### src/rtl/song_pkg.sv
// Shared definitions for the song memory entry format, used by the song writer and song reader.
// Entry layout (16 bits):
//   note : {1'b0, note[5:0], dur[5:0], 3'b000}
//   wait : {1'b1, count[5:0], 9'b0}
//   term : 16'h8000
// Memory layout: one slot per song, slot base = {song, {(ADDR_W-2){1'b0}}}.
package song_pkg;

    localparam int unsigned ADDR_W    = 9;
    localparam int unsigned SONG_W    = 2;
    localparam int unsigned IDX_W     = ADDR_W - SONG_W;
    localparam int unsigned SLOT_LEN  = 128;
    localparam int unsigned WAIT_MAX  = 63;
    localparam int unsigned NOTE_W    = 6;
    localparam int unsigned DUR_W     = 6;
    localparam int unsigned CNT_W     = 6;
    localparam int unsigned WORD_W    = 16;

    // Entry field positions
    localparam int unsigned WAIT_BIT  = 15;
    localparam int unsigned FIELD_LSB = 9;
    localparam int unsigned DUR_LSB   = 3;

    localparam logic [WORD_W-1:0] TERM_WORD = 16'h8000;

    // Slot index reserved for the terminator
    localparam logic [IDX_W-1:0] LAST_IDX = IDX_W'(SLOT_LEN - 1);

    typedef enum logic [2:0] {
        ST_IDLE,
        ST_ARM,
        ST_REC,
        ST_FLUSH,
        ST_TERM,
        ST_DONE
    } wr_state_e;

    typedef enum logic [1:0] {
        ENT_NOTE,
        ENT_WAIT,
        ENT_TERM
    } entry_kind_e;

    // Source of the entry written in a given cycle
    typedef enum logic [2:0] {
        WS_NONE,
        WS_HOLD,
        WS_FORCE,
        WS_NOTE,
        WS_WAIT,
        WS_TERM
    } wr_sel_e;

    typedef struct packed {
        entry_kind_e       kind;
        logic [NOTE_W-1:0] note;
        logic [DUR_W-1:0]  dur;
        logic [CNT_W-1:0]  count;
    } entry_req_t;

    function automatic logic [ADDR_W-1:0] slot_base(input logic [SONG_W-1:0] song);
        return {song, {IDX_W{1'b0}}};
    endfunction

endpackage

### src/rtl/song_entry_enc.sv
// Combinational song entry encoder: packs a {kind, note, dur, count} request into a 16-bit word.
// Ports:
//   req_i  - entry request (kind selects which fields are used)
//   word_c - encoded 16-bit song memory word (combinational)
module song_entry_enc
    import song_pkg::*;
(
    input  entry_req_t        req_i,
    output logic [WORD_W-1:0] word_c
);

    always_comb begin
        word_c = '0;
        case (req_i.kind)
            ENT_NOTE: begin
                word_c[WAIT_BIT]                = 1'b0;
                word_c[FIELD_LSB +: NOTE_W]     = req_i.note;
                word_c[DUR_LSB +: DUR_W]        = req_i.dur;
            end
            ENT_WAIT: begin
                word_c[WAIT_BIT]                = 1'b1;
                word_c[FIELD_LSB +: CNT_W]      = req_i.count;
            end
            default: begin
                word_c = TERM_WORD;
            end
        endcase
    end

endmodule

### src/rtl/song_writer.sv
// Song writer: records a live note stream into one 128-entry slot of song memory.
// Beats between notes become wait entries (split at 63), and the take is closed
// with a terminator word at the current pointer.
// Ports:
//   clk, reset_n         - clock, asynchronous active-low reset
//   record               - level; rise in IDLE starts a take, fall while recording stops it
//   song[1:0]            - slot select, sampled on record rise
//   beat                 - one-cycle beat strobe
//   note_valid/note_ready- note handshake (ready registered)
//   note[5:0], duration  - note code and duration in beats
//   wr_en/wr_addr/wr_data- registered song RAM write port
//   busy                 - high while arming, recording, flushing or terminating
//   rec_done             - high in DONE
//   overflow             - sticky, take truncated because the slot filled
// Build option: define SONG_WRITER_LEAD_WAIT_EN to record silence before the first
// note as leading wait entries; otherwise the gap counter is held at 0 until then.
module song_writer
    import song_pkg::*;
(
    input  logic              clk,
    input  logic              reset_n,
    input  logic              record,
    input  logic [SONG_W-1:0] song,
    input  logic              beat,
    input  logic              note_valid,
    output logic              note_ready,
    input  logic [NOTE_W-1:0] note,
    input  logic [DUR_W-1:0]  duration,
    output logic              wr_en,
    output logic [ADDR_W-1:0] wr_addr,
    output logic [WORD_W-1:0] wr_data,
    output logic              busy,
    output logic              rec_done,
    output logic              overflow
);

    wr_state_e         state_q;
    logic              record_q;
    logic [SONG_W-1:0] song_q;
    logic [IDX_W-1:0]  ptr_q;
    logic [CNT_W-1:0]  gap_q;
    logic              hold_valid_q;
    logic [NOTE_W-1:0] hold_note_q;
    logic [DUR_W-1:0]  hold_dur_q;
    logic              wr_en_q;
    logic [ADDR_W-1:0] wr_addr_q;
    logic [WORD_W-1:0] wr_data_q;
    logic              note_ready_q;
    logic              busy_q;
    logic              rec_done_q;
    logic              overflow_q;

    logic              accept_c;
    logic              count_en_c;
    logic              force_c;
    logic              next_hold_c;
    logic [CNT_W-1:0]  gap_inc_c;
    wr_sel_e           wr_sel_c;
    entry_req_t        enc_req_c;
    logic [WORD_W-1:0] enc_word_c;

    assign accept_c = note_valid & note_ready_q;

`ifdef SONG_WRITER_LEAD_WAIT_EN
    assign count_en_c = 1'b1;
`else
    // Gap counting starts only once the first note of the take is accepted
    logic started_q;

    always_ff @(posedge clk or negedge reset_n) begin
        if (!reset_n) begin
            started_q <= 1'b0;
        end else if (state_q == ST_ARM) begin
            started_q <= 1'b0;
        end else if (state_q == ST_REC && accept_c && ptr_q != LAST_IDX) begin
            started_q <= 1'b1;
        end
    end

    assign count_en_c = started_q;
`endif

    // A beat that would take the gap to WAIT_MAX forces a full-length wait entry
    assign force_c   = count_en_c & beat & (gap_q == CNT_W'(WAIT_MAX - 1));
    assign gap_inc_c = gap_q + CNT_W'(beat & count_en_c);

    // Write source priority: held note > forced wait > new note/wait
    always_comb begin
        wr_sel_c = WS_NONE;
        case (state_q)
            ST_REC: begin
                if (ptr_q != LAST_IDX) begin
                    if (hold_valid_q) begin
                        wr_sel_c = WS_HOLD;
                    end else if (force_c) begin
                        wr_sel_c = WS_FORCE;
                    end else if (accept_c) begin
                        wr_sel_c = (gap_q == '0) ? WS_NOTE : WS_WAIT;
                    end
                end
            end
            ST_FLUSH: begin
                if (ptr_q != LAST_IDX) begin
                    if (hold_valid_q) begin
                        wr_sel_c = WS_HOLD;
                    end else if (gap_q != '0) begin
                        wr_sel_c = WS_WAIT;
                    end
                end
            end
            ST_TERM: begin
                wr_sel_c = WS_TERM;
            end
            default: begin
                wr_sel_c = WS_NONE;
            end
        endcase
    end

    // Note left waiting behind a wait entry written this cycle
    assign next_hold_c = (wr_sel_c == WS_WAIT && state_q == ST_REC)
                       || (wr_sel_c == WS_FORCE && accept_c);

    // Entry request for the selected write source
    always_comb begin
        enc_req_c      = '0;
        enc_req_c.kind = ENT_TERM;
        case (wr_sel_c)
            WS_HOLD: begin
                enc_req_c.kind = ENT_NOTE;
                enc_req_c.note = hold_note_q;
                enc_req_c.dur  = hold_dur_q;
            end
            WS_FORCE: begin
                enc_req_c.kind  = ENT_WAIT;
                enc_req_c.count = CNT_W'(WAIT_MAX);
            end
            WS_NOTE: begin
                enc_req_c.kind = ENT_NOTE;
                enc_req_c.note = note;
                enc_req_c.dur  = duration;
            end
            WS_WAIT: begin
                enc_req_c.kind  = ENT_WAIT;
                enc_req_c.count = gap_q;
            end
            default: begin
                enc_req_c.kind = ENT_TERM;
            end
        endcase
    end

    song_entry_enc u_enc (
        .req_i  (enc_req_c),
        .word_c (enc_word_c)
    );

    // Take control FSM and registered write port
    always_ff @(posedge clk or negedge reset_n) begin
        if (!reset_n) begin
            state_q      <= ST_IDLE;
            record_q     <= 1'b0;
            song_q       <= '0;
            ptr_q        <= '0;
            gap_q        <= '0;
            hold_valid_q <= 1'b0;
            hold_note_q  <= '0;
            hold_dur_q   <= '0;
            wr_en_q      <= 1'b0;
            wr_addr_q    <= '0;
            wr_data_q    <= '0;
            note_ready_q <= 1'b0;
            busy_q       <= 1'b0;
            rec_done_q   <= 1'b0;
            overflow_q   <= 1'b0;
        end else begin
            record_q <= record;
            wr_en_q  <= (wr_sel_c != WS_NONE);
            if (wr_sel_c != WS_NONE) begin
                wr_addr_q <= slot_base(song_q) | ADDR_W'(ptr_q);
                wr_data_q <= enc_word_c;
            end

            case (state_q)
                ST_IDLE: begin
                    note_ready_q <= 1'b0;
                    if (record && !record_q) begin
                        song_q     <= song;
                        ptr_q      <= '0;
                        overflow_q <= 1'b0;
                        busy_q     <= 1'b1;
                        state_q    <= ST_ARM;
                    end
                end

                ST_ARM: begin
                    gap_q        <= '0;
                    hold_valid_q <= 1'b0;
                    note_ready_q <= 1'b1;
                    state_q      <= ST_REC;
                end

                ST_REC: begin
                    if (ptr_q == LAST_IDX) begin
                        // Slot full: any held or offered note is dropped
                        overflow_q   <= 1'b1;
                        hold_valid_q <= 1'b0;
                        note_ready_q <= 1'b0;
                        state_q      <= ST_TERM;
                    end else begin
                        case (wr_sel_c)
                            WS_HOLD: begin
                                ptr_q        <= ptr_q + IDX_W'(1);
                                hold_valid_q <= 1'b0;
                                gap_q        <= gap_inc_c;
                            end
                            WS_FORCE: begin
                                ptr_q <= ptr_q + IDX_W'(1);
                                gap_q <= '0;
                                if (accept_c) begin
                                    hold_valid_q <= 1'b1;
                                    hold_note_q  <= note;
                                    hold_dur_q   <= duration;
                                end
                            end
                            WS_NOTE: begin
                                ptr_q <= ptr_q + IDX_W'(1);
                                gap_q <= CNT_W'(beat);
                            end
                            WS_WAIT: begin
                                // Beat in the same cycle belongs to the new gap
                                ptr_q        <= ptr_q + IDX_W'(1);
                                gap_q        <= CNT_W'(beat);
                                hold_valid_q <= 1'b1;
                                hold_note_q  <= note;
                                hold_dur_q   <= duration;
                            end
                            default: begin
                                gap_q <= gap_inc_c;
                            end
                        endcase
                        note_ready_q <= record & ~next_hold_c;
                        if (!record) begin
                            state_q <= ST_FLUSH;
                        end
                    end
                end

                ST_FLUSH: begin
                    note_ready_q <= 1'b0;
                    if (ptr_q == LAST_IDX) begin
                        overflow_q   <= overflow_q | hold_valid_q;
                        hold_valid_q <= 1'b0;
                        state_q      <= ST_TERM;
                    end else begin
                        case (wr_sel_c)
                            WS_HOLD: begin
                                ptr_q        <= ptr_q + IDX_W'(1);
                                hold_valid_q <= 1'b0;
                            end
                            WS_WAIT: begin
                                ptr_q   <= ptr_q + IDX_W'(1);
                                gap_q   <= '0;
                                state_q <= ST_TERM;
                            end
                            default: begin
                                state_q <= ST_TERM;
                            end
                        endcase
                    end
                end

                ST_TERM: begin
                    busy_q     <= 1'b0;
                    rec_done_q <= 1'b1;
                    state_q    <= ST_DONE;
                end

                ST_DONE: begin
                    if (!record) begin
                        rec_done_q <= 1'b0;
                        state_q    <= ST_IDLE;
                    end
                end

                default: begin
                    state_q <= ST_IDLE;
                end
            endcase
        end
    end

    assign wr_en      = wr_en_q;
    assign wr_addr    = wr_addr_q;
    assign wr_data    = wr_data_q;
    assign note_ready = note_ready_q;
    assign busy       = busy_q;
    assign rec_done   = rec_done_q;
    assign overflow   = overflow_q;

endmodule

### config.mk
export PLATFORM = sky130hd
export DESIGN_NAME = song_writer
export DESIGN_NICKNAME = d
export VERILOG_FILES = /design/src/rtl/song_pkg.sv /design/src/rtl/song_entry_enc.sv /design/src/rtl/song_writer.sv
export SDC_FILE = /design/constraint.sdc
export NUM_CORES = 1
export LEC_CHECK = 0
export CORE_MARGIN = 2
export CORE_UTILIZATION = 30
export CTS_BUF_LIST = sky130_fd_sc_hd__clkbuf_4
export DETAILED_ROUTE_END_ITERATION = 10
export DONT_BUFFER_PORTS = 1
export PLACE_DENSITY = 0.41
export SLEW_MARGIN = 25
export SYNTH_ARGS = -nofsm -noshare
export SYNTH_HDL_FRONTEND = slang
export SYNTH_HIERARCHICAL = 1
export SYNTH_SLANG_ARGS = --single-unit
### constraint.sdc
create_clock -name clk -period 3.6 [get_ports clk]
set_input_delay 0.72 -clock clk [delete_from_list [all_inputs] [get_ports clk]]
set_output_delay 0.72 -clock clk [all_outputs]
set_load 0.05 [all_outputs]
## Word-level counts from Yosys, hierarchy flattened

Cells that the tools add are included.

| cells by class | value |
|---|---|
| eq/ne operators | 28 |
| multiplexer cells | 54 |
| bitwise gates (word level) | 9 |
| reduce and logical (&&, ||, !) cells | 34 |
| add/sub/neg operators | 2 |

Operator list:

| operator | number |
|---|---|
| 6-bit case mux with 2 select lines | 4 |
| 3-bit two-way mux | 14 |
| 6-bit two-way mux | 6 |
| 7-bit two-way mux | 5 |
| 12-bit case mux with 2 select lines | 1 |
| 7-bit case mux with 3 select lines | 1 |
| 4-bit AND reduction | 5 |
| 2-bit inequality test (second input constant) | 9 |
| 3-bit case mux with 6 select lines | 1 |
| 6-bit case mux with 3 select lines | 1 |
| 7-bit case mux with 2 select lines | 1 |
| 3-bit by 2-bit == test with 1-bit output (second input constant) | 4 |
| 1-bit two-way mux | 12 |
| 1-bit case mux with 3 select lines | 4 |
| 3-bit nonzero test | 4 |
| 2-bit OR reduction | 5 |
| 3-bit == test (second input constant) | 3 |
| 9-bit by 7-bit OR with 9-bit output | 1 |
| 3-bit case mux with 3 select lines | 1 |
| 2-bit nonzero test | 4 |
| 7-bit by 1-bit adder with 7-bit output (second input constant) | 1 |
| 7-bit == test (second input constant) | 1 |
| 7-bit inequality test (second input constant) | 1 |
| 6-bit by 1-bit adder with 6-bit output | 1 |
| other kinds (23) | 37 |

| storage, ports and cells | value |
|---|---|
| output and inout port bits | 30 |
| word-level logic and storage cells | 143 |
| bits of input ports | 19 |
| register bits | 60 |

## Longest topological paths before layout

Gate-level depths: netlist of the first run.

| logic depth | value |
|---|---|
| word-level depth | 14 |
| gate-level depth with buffers | 11 |
| depth with buffers taken out | 10 |

## By module

Netlist of the first run, hierarchy kept.

Modules (own cells, without submodules):

| module | sequential area each (um2) | area each (um2) | times used | cells an instance |
|---|---|---|---|---|
| song_writer | 1576.5 | 3204.3 | 1 | 291 |
| song_entry_enc | 0.0 | 172.7 | 1 | 25 |

## Least setup slack after synthesis of the first run

Ideal clock, no wire load.

| timing path | value |
|---|---|
| path type | input -> register |
| start point | in beat |
| end point | reg wr_data_q[6], in the netlist wr_data[6] |
| path buffers | 1 |
| required time | 3.475 ns |
| data arrival time | 2.488 ns |
| slack | 0.987 ns |
| library setup time | 0.125 ns |
| stages | 9 |
| cell sequence | nand4b_1 o21ai_0 a211oi_4 o311a_1 buf_4 nand2_1 nor2_4 and2_1 mux2_4 |

RTL lines:

| what | RTL line | RTL |
|---|---|---|
| from (decl) | song_writer.sv:24 | `input logic beat,` |
| to (signal assigned) | song_writer.sv:181 | `wr_data_q <= enc_word_c;` |
| to (decl) | song_writer.sv:47 | `logic [WORD_W-1:0] wr_data_q;` |

==> results.yml, run 1 <==
global_routing:
  grt_max_degree: 64
  grt_pass1_vias: 2254
  grt_pass1_wl_mm: 13.0
  grt_usage: 0.146
  antenna_found_initial: 0
  overflow: 0
placement:
  dp.cells: 450
  portBuffers: 0
  dp_hpwl_mm: 5.53
  gp_congestion: 0.814
  place_ws_ns: 0.624
yosys:
  seq_area_frac_synth: 0.467
  syn_area_um2: 3380
  synth-async-reset-ratio: 1.00
  synth_warnings: 6
  synth_edf_count: 0
  synth_ff_type: "dfrtp_1"
  synth.distinct_cells: 48
  ys_ff_latch: 63
  netlist_instances: 316
  postSynthAreaPerCell_um2: 10.7
job:
  cap_viol_max_count: 0
clocking:
  clkTransAtPathRegs_ns: 0.12
  post-cts-setup-buffers: 0
  clock_sinks: 63
  cts-htree-levels: 3
  cts.path.max_buffers: 2
  cts_tree: "yes"
  cts_made_buffers: 9
  clk-insertion-delay-late_ns: 0.45
  cts-root-buf: "clkbuf_4"
  cts_resized: 0
critical_path:
  critPathMaxStageDelay_ns: 0.60
  worst_setup_path_start_kind: "flop"
  path_max_fanout: 12
  worstPathRequired_ns: 3.93
  cp_cell_sequence: "nor3b_1, o21ai_1, or4_1, nand2b_1, mux2i_1, nor2_1, mux2_4"
  worst_ep_arrival_time_ns: 3.26
  cpLargestDelayFamily: "simple AND/OR/NAND/NOR gates"
  endpoint_kind: "flop"
  worstSetupPathType: "reg2reg"
  crit_path_top_delay_cell: "or4_1"
  critPathBufInv: 0
layout:
  nets: 344
  antenna_cells: 0
  num-fill-cells: 1113
  post-route-util: 0.342
  drive_gt1_frac: 0.226
  areaGrowthSynthToFinish_pct: 10.2
  mostFrequentLayoutCell: "dfrtp_1"
  final_cell_count_no_fill: 467
  layout_common_cells: "63 x dfrtp_1, 41 x nand2_1, 28 x mux2_4"
die:
  start_util: 0.310
  core_um2: 10900
  die_x_um: 110
  die_area_um2: 12100
  io_pins: 49
  fp.dieH_um: 110
  num_rows: 38
route:
  routed_wl_mm: 7.98
  ant_nets: 0
  drt_pass1_iterations: 4
  avgRoutedWirePerCell_um: 17.1
  vias: 2277
  viasPerCell: 4.88
  drc_errors: 0
  drt_first_iter_violations: 100
sta:
  fin_ws_ns: 0.662
  slew_viol_final: 0
  finalHoldViolCount: 0
  tightestPinTransition_ns: 0.842
  setup_violations: 0
  fmax_mhz: 340
  finClkSkew_ns: 0.0186
  tns_ns: 0
  hold-worst-slack_ns: 0.125
  post-route-min-period_ns: 2.94
  fin_crit_sh: 0.816
  timing.slew.headroom: 0.435
  rsz0062_at_grt: "false"
run_status:
  status: "finished, final reports clean"
power_and_ir_drop:
  pwr_density_cell_nw_per_um2: 793
  p_leak_nw: 1.69
  ir_worst_vdd_v: 0.000274
hold_path:
  hold_path.class: "in2async"
==> power by group <==
group	switching, mW	total, mW	internal (mW)
clock	0.291	0.648	0.357
combinational	0.527	0.979	0.452
sequential	0.440	1.32	0.883
total	1.26	2.95	1.69
==> layer usage <==
layer | track usage | vias up | share of wire | wire length [um]
met5 | 0 | - | 0 | 0
met3 | 0.0453 | 10 | 0.058 | 460
met4 | 0.0804 | 0 | 0.023 | 180
met2 | 0.198 | 38 | 0.42 | 3320
met1 | 0.204 | 1110 | 0.50 | 4010
li1 | - | 1119 | - | -
==> cells in the mapped netlist (2+ instances only) <==
| library cell | n | area [um2] |
|---|---|---|
| o21ai_0 | 16 | 80.1 |
| nor3_1 | 5 | 25.0 |
| a211oi_4 | 2 | 40.0 |
| nor4_1 | 2 | 12.5 |
| buf_2 | 4 | 20.0 |
| and3_1 | 4 | 25.0 |
| a21o_1 | 3 | 22.5 |
| o221ai_1 | 3 | 26.3 |
| a31o_2 | 2 | 17.5 |
| mux2i_1 | 8 | 80.1 |
| a31oi_1 | 3 | 18.8 |
| buf_4 | 4 | 30.0 |
| nand2_1 | 41 | 154 |
| nand2b_1 | 4 | 25.0 |
| nand4_1 | 4 | 25.0 |
| clkbuf_1 | 4 | 15.0 |
| o21ai_2 | 2 | 17.5 |
| a22o_1 | 3 | 26.3 |
| ha_1 | 3 | 37.5 |
| a211oi_1 | 2 | 15.0 |
| dfrtp_1 | 63 | 1580 |
| mux2_2 | 11 | 124 |
| and2_1 | 13 | 81.3 |
| mux2_4 | 28 | 420 |
| nand3_1 | 6 | 30.0 |
| o21a_1 | 2 | 15.0 |
| nor2b_1 | 2 | 12.5 |
| buf_6 | 4 | 45.0 |
| inv_1 | 12 | 45.0 |
| nor2_1 | 20 | 75.1 |
| a21oi_1 | 19 | 95.1 |
==> flip-flops by register name, indices dropped and copies added, names as in the netlist, 2 cells and up <==
signal       flops
wr_data         16
wr_addr          9
ptr_q            7
gap_q            6
hold_dur_q       6
hold_note_q      6
state_q          3
song_q           2
==> path summary, 6_finish.rpt <==
path	startpoint	slack, ns	cells past startpoint	to
worst max-delay path	state_q[1]	0.66	7	wr_data[13]
worst min-delay path	reset_n	0.12	1	gap_q[0]
worst max register to register	state_q[1]	0.66	7	wr_data[13]
worst min register to register	hold_dur_q[5]	0.51	1	hold_dur_q[5]
max in group asynchronous	reset_n	3.18	1	wr_data[9]
min in group clk	record	0.29	0	record_q
==> layout make-up <==
class / instances / area, um2 / area share
Multi-Input combinational cell: 227 / 1650 / 0.444
Clock inverter: 6 / 109 / 0.0293
Sequential cell: 63 / 1580 / 0.424
Clock buffer: 10 / 75.1 / 0.0202
Timing Repair Buffer: 9 / 87.6 / 0.0235
Tap cell: 140 / 175 / 0.0471
Inverter: 12 / 45.0 / 0.0121
==> metrics by stage <==
step	cell area, um2	power [mW]
final	3720	2.95
after global routing	3720	3.16
after CTS	3720	3.00
after detailed placement	3510	2.32
after global placement	3510	2.31
after floorplan	3380	2.10
==> repair_timing <==
item,CTS,global route
hold buffers,1,0
endpoints found under the setup margin,0,0
hold endpoints to repair,63,0
==> cell families (layout without fill, tap and decap cells) <==
kind of cell	after synthesis	in the layout	synth area share
AND/OR/NAND/NOR	110	110	0.163
AO/OA/AOI/OAI	63	63	0.124
flip-flops	63	63	0.467
multiplexers	47	47	0.185
buffers and inverters	28	37	0.0459
adder cells (fa/ha/maj)	3	3	0.0111
other	1	3	0.00111
XOR/XNOR	1	1	0.00259
Power figures use the tool's default switching activity.
==> run 2, diff against run 1 <==
PLACE_DENSITY = 0.42   (was 0.41)
clock period = 2.7 ns   (was 3.6 ns; I/O delays follow)
==> run 2 against run 1 <==
Effect of this change: sequential share of layout area down 1.2 points; sequential cell count stayed put; hold slack better by 0.011 ns; total power increased by 35%; cell count grew 2.8%; critical endpoint is now wr_data[9].
==> results.yml, run 2 (synthesis results as in run 1) <==
run_status:
  status: "finished, final reports clean"
sta:
  slew_viol_final: 0
  rsz0062_at_grt: "false"
  post-route-min-period_ns: 2.52
  setup_violations: 0
  finalHoldViolCount: 0
  tightestPinTransition_ns: 0.518
  fin_crit_sh: 0.934
  fmax_mhz: 397
  hold-worst-slack_ns: 0.136
  timing.slew.headroom: 0.655
  fin_ws_ns: 0.179
  tns_ns: 0
  finClkSkew_ns: 0.0133
critical_path:
  cp_cell_sequence: "ha_1, nand3_1, o21ai_1, or4_1, nand2b_1, buf_12, mux2i_1, nor2_1, mux2_4"
  worst_setup_path_start_kind: "flop"
  critPathMaxStageDelay_ns: 0.58
  crit_path_top_delay_cell: "or4_1"
  cpLargestDelayFamily: "simple AND/OR/NAND/NOR gates"
  worst_ep_arrival_time_ns: 2.83
  worstPathRequired_ns: 3.00
  path_max_fanout: 12
  endpoint_kind: "flop"
  critPathBufInv: 1
  worstSetupPathType: "reg2reg"
global_routing:
  grt_pass1_vias: 2445
  grt_max_degree: 64
  met1_usage: 0.199
  overflow: 0
  antenna_found_initial: 0
  grt_usage: 0.147
  grt-busiest-layer: "met2"
  grt_pass1_wl_mm: 13.4
  use_met2: 0.213
  met3_usage: 0.0453
route:
  drc_errors: 0
  drt_pass1_iterations: 4
  drt_first_iter_violations: 137
  vias: 2361
  ant_nets: 0
  avgRoutedWirePerCell_um: 16.8
  viasPerCell: 4.92
  routed_wl_mm: 8.08
job:
  cap_viol_max_count: 0
layout:
  nets: 357
  largest_reg_flops: 16
  mostFrequentLayoutCell: "dfrtp_1"
  areaGrowthSynthToFinish_pct: 13.5
  antenna_cells: 0
  num-fill-cells: 1085
  layout_common_cells: "63 x dfrtp_1, 40 x nand2_1, 28 x mux2_4"
  drive_gt1_frac: 0.259
hold_path:
  hold_path.class: "in2reg"
placement:
  gp_congestion: 0.782
  portBuffers: 0
  dp_hpwl_mm: 5.41
  place_ws_ns: 0.145
clocking:
  clock_sinks: 63
  post-cts-setup-buffers: 0
  cts-htree-levels: 3
  cts_tree: "yes"
  clkTransAtPathRegs_ns: 0.12
  cts-root-buf: "clkbuf_4"
  cts.path.max_buffers: 2
  clk-insertion-delay-late_ns: 0.42
  cts_made_buffers: 9
die:
  core_um2: 10900
  die_x_um: 110
  start_util: 0.310
  num_rows: 38
  die_area_um2: 12100
  io_pins: 49
  fp.dieH_um: 110
power_and_ir_drop:
  p_leak_nw: 1.75
  ir_worst_vdd_v: 0.000439
  pwr_density_cell_nw_per_um2: 1040
  total_power_mw: 3.97
==> run 2: cell types whose count changed in the layout (fill, tap and decap cells not counted), sizes merged <==
cell         delta
clkbuf          -1
bufinv          -1
dlygate4sd3     +1
buf            +12
clkinv          +3
clkinvlp        -1
==> run 2: final timing paths <==
check | from | to | slack (ns) | cells past startpoint
max | ptr_q[0] | wr_data[9] | 0.18 | 9
min | record | record_q | 0.14 | 0
max reg2reg | ptr_q[0] | wr_data[9] | 0.18 | 9
min reg2reg | hold_dur_q[1] | hold_dur_q[1] | 0.52 | 1
max in group asynchronous | reset_n | ptr_q[2] | 1.71 | 2
min in group asynchronous | reset_n | hold_valid_q | 0.65 | 2
==> run 2: power breakdown <==
part / switching, mW / leakage (nW) / internal (mW)
Sequential: 0.528 / 0.829 / 1.18
Combinational: 0.785 / 0.839 / 0.715
Clock: 0.391 / 0.0837 / 0.377
==> run 2: metal layers <==
metal	vias to the layer above	wire length [um]
met5	-	0
met4	0	159
met3	11	459
met2	52	3510
met1	1151	3950
li1	1147	-
==> run 2: layout make-up <==
cell class,instances,area [um2],area share
Clock buffer,9,67.6,0.0176
Clock inverter,7,97.6,0.0255
Inverter,12,45.0,0.0118
Multi-Input combinational cell,227,1660,0.433
Sequential cell,63,1580,0.411
Tap cell,140,175,0.0457
Timing Repair Buffer,22,213,0.0555
==> run 2: repair_timing <==
action,CTS,global route
hold buffers,2,0
setup endpoints to repair,0,12
resized for setup,0,2
endpoints found under the hold margin,63,0
==> run 2: metrics by stage <==
stage	std cells	cell area, um2	utilization
after floorplan	318	3380	-
after global placement	462	3620	0.333
after detailed placement	462	3620	0.333
after CTS	480	3830	0.352
after global routing	480	3830	0.352
final	480	3830	0.352
==> run 2: worst register-to-register path: stages (launching register included) <==
cell and delay (ns):
dfrtp_1 0.44, ha_1 0.25, nand3_1 0.19, o21ai_1 0.13
or4_1 0.58, nand2b_1 0.15, buf_12 0.15, mux2i_1 0.19
nor2_1 0.06, mux2_4 0.26
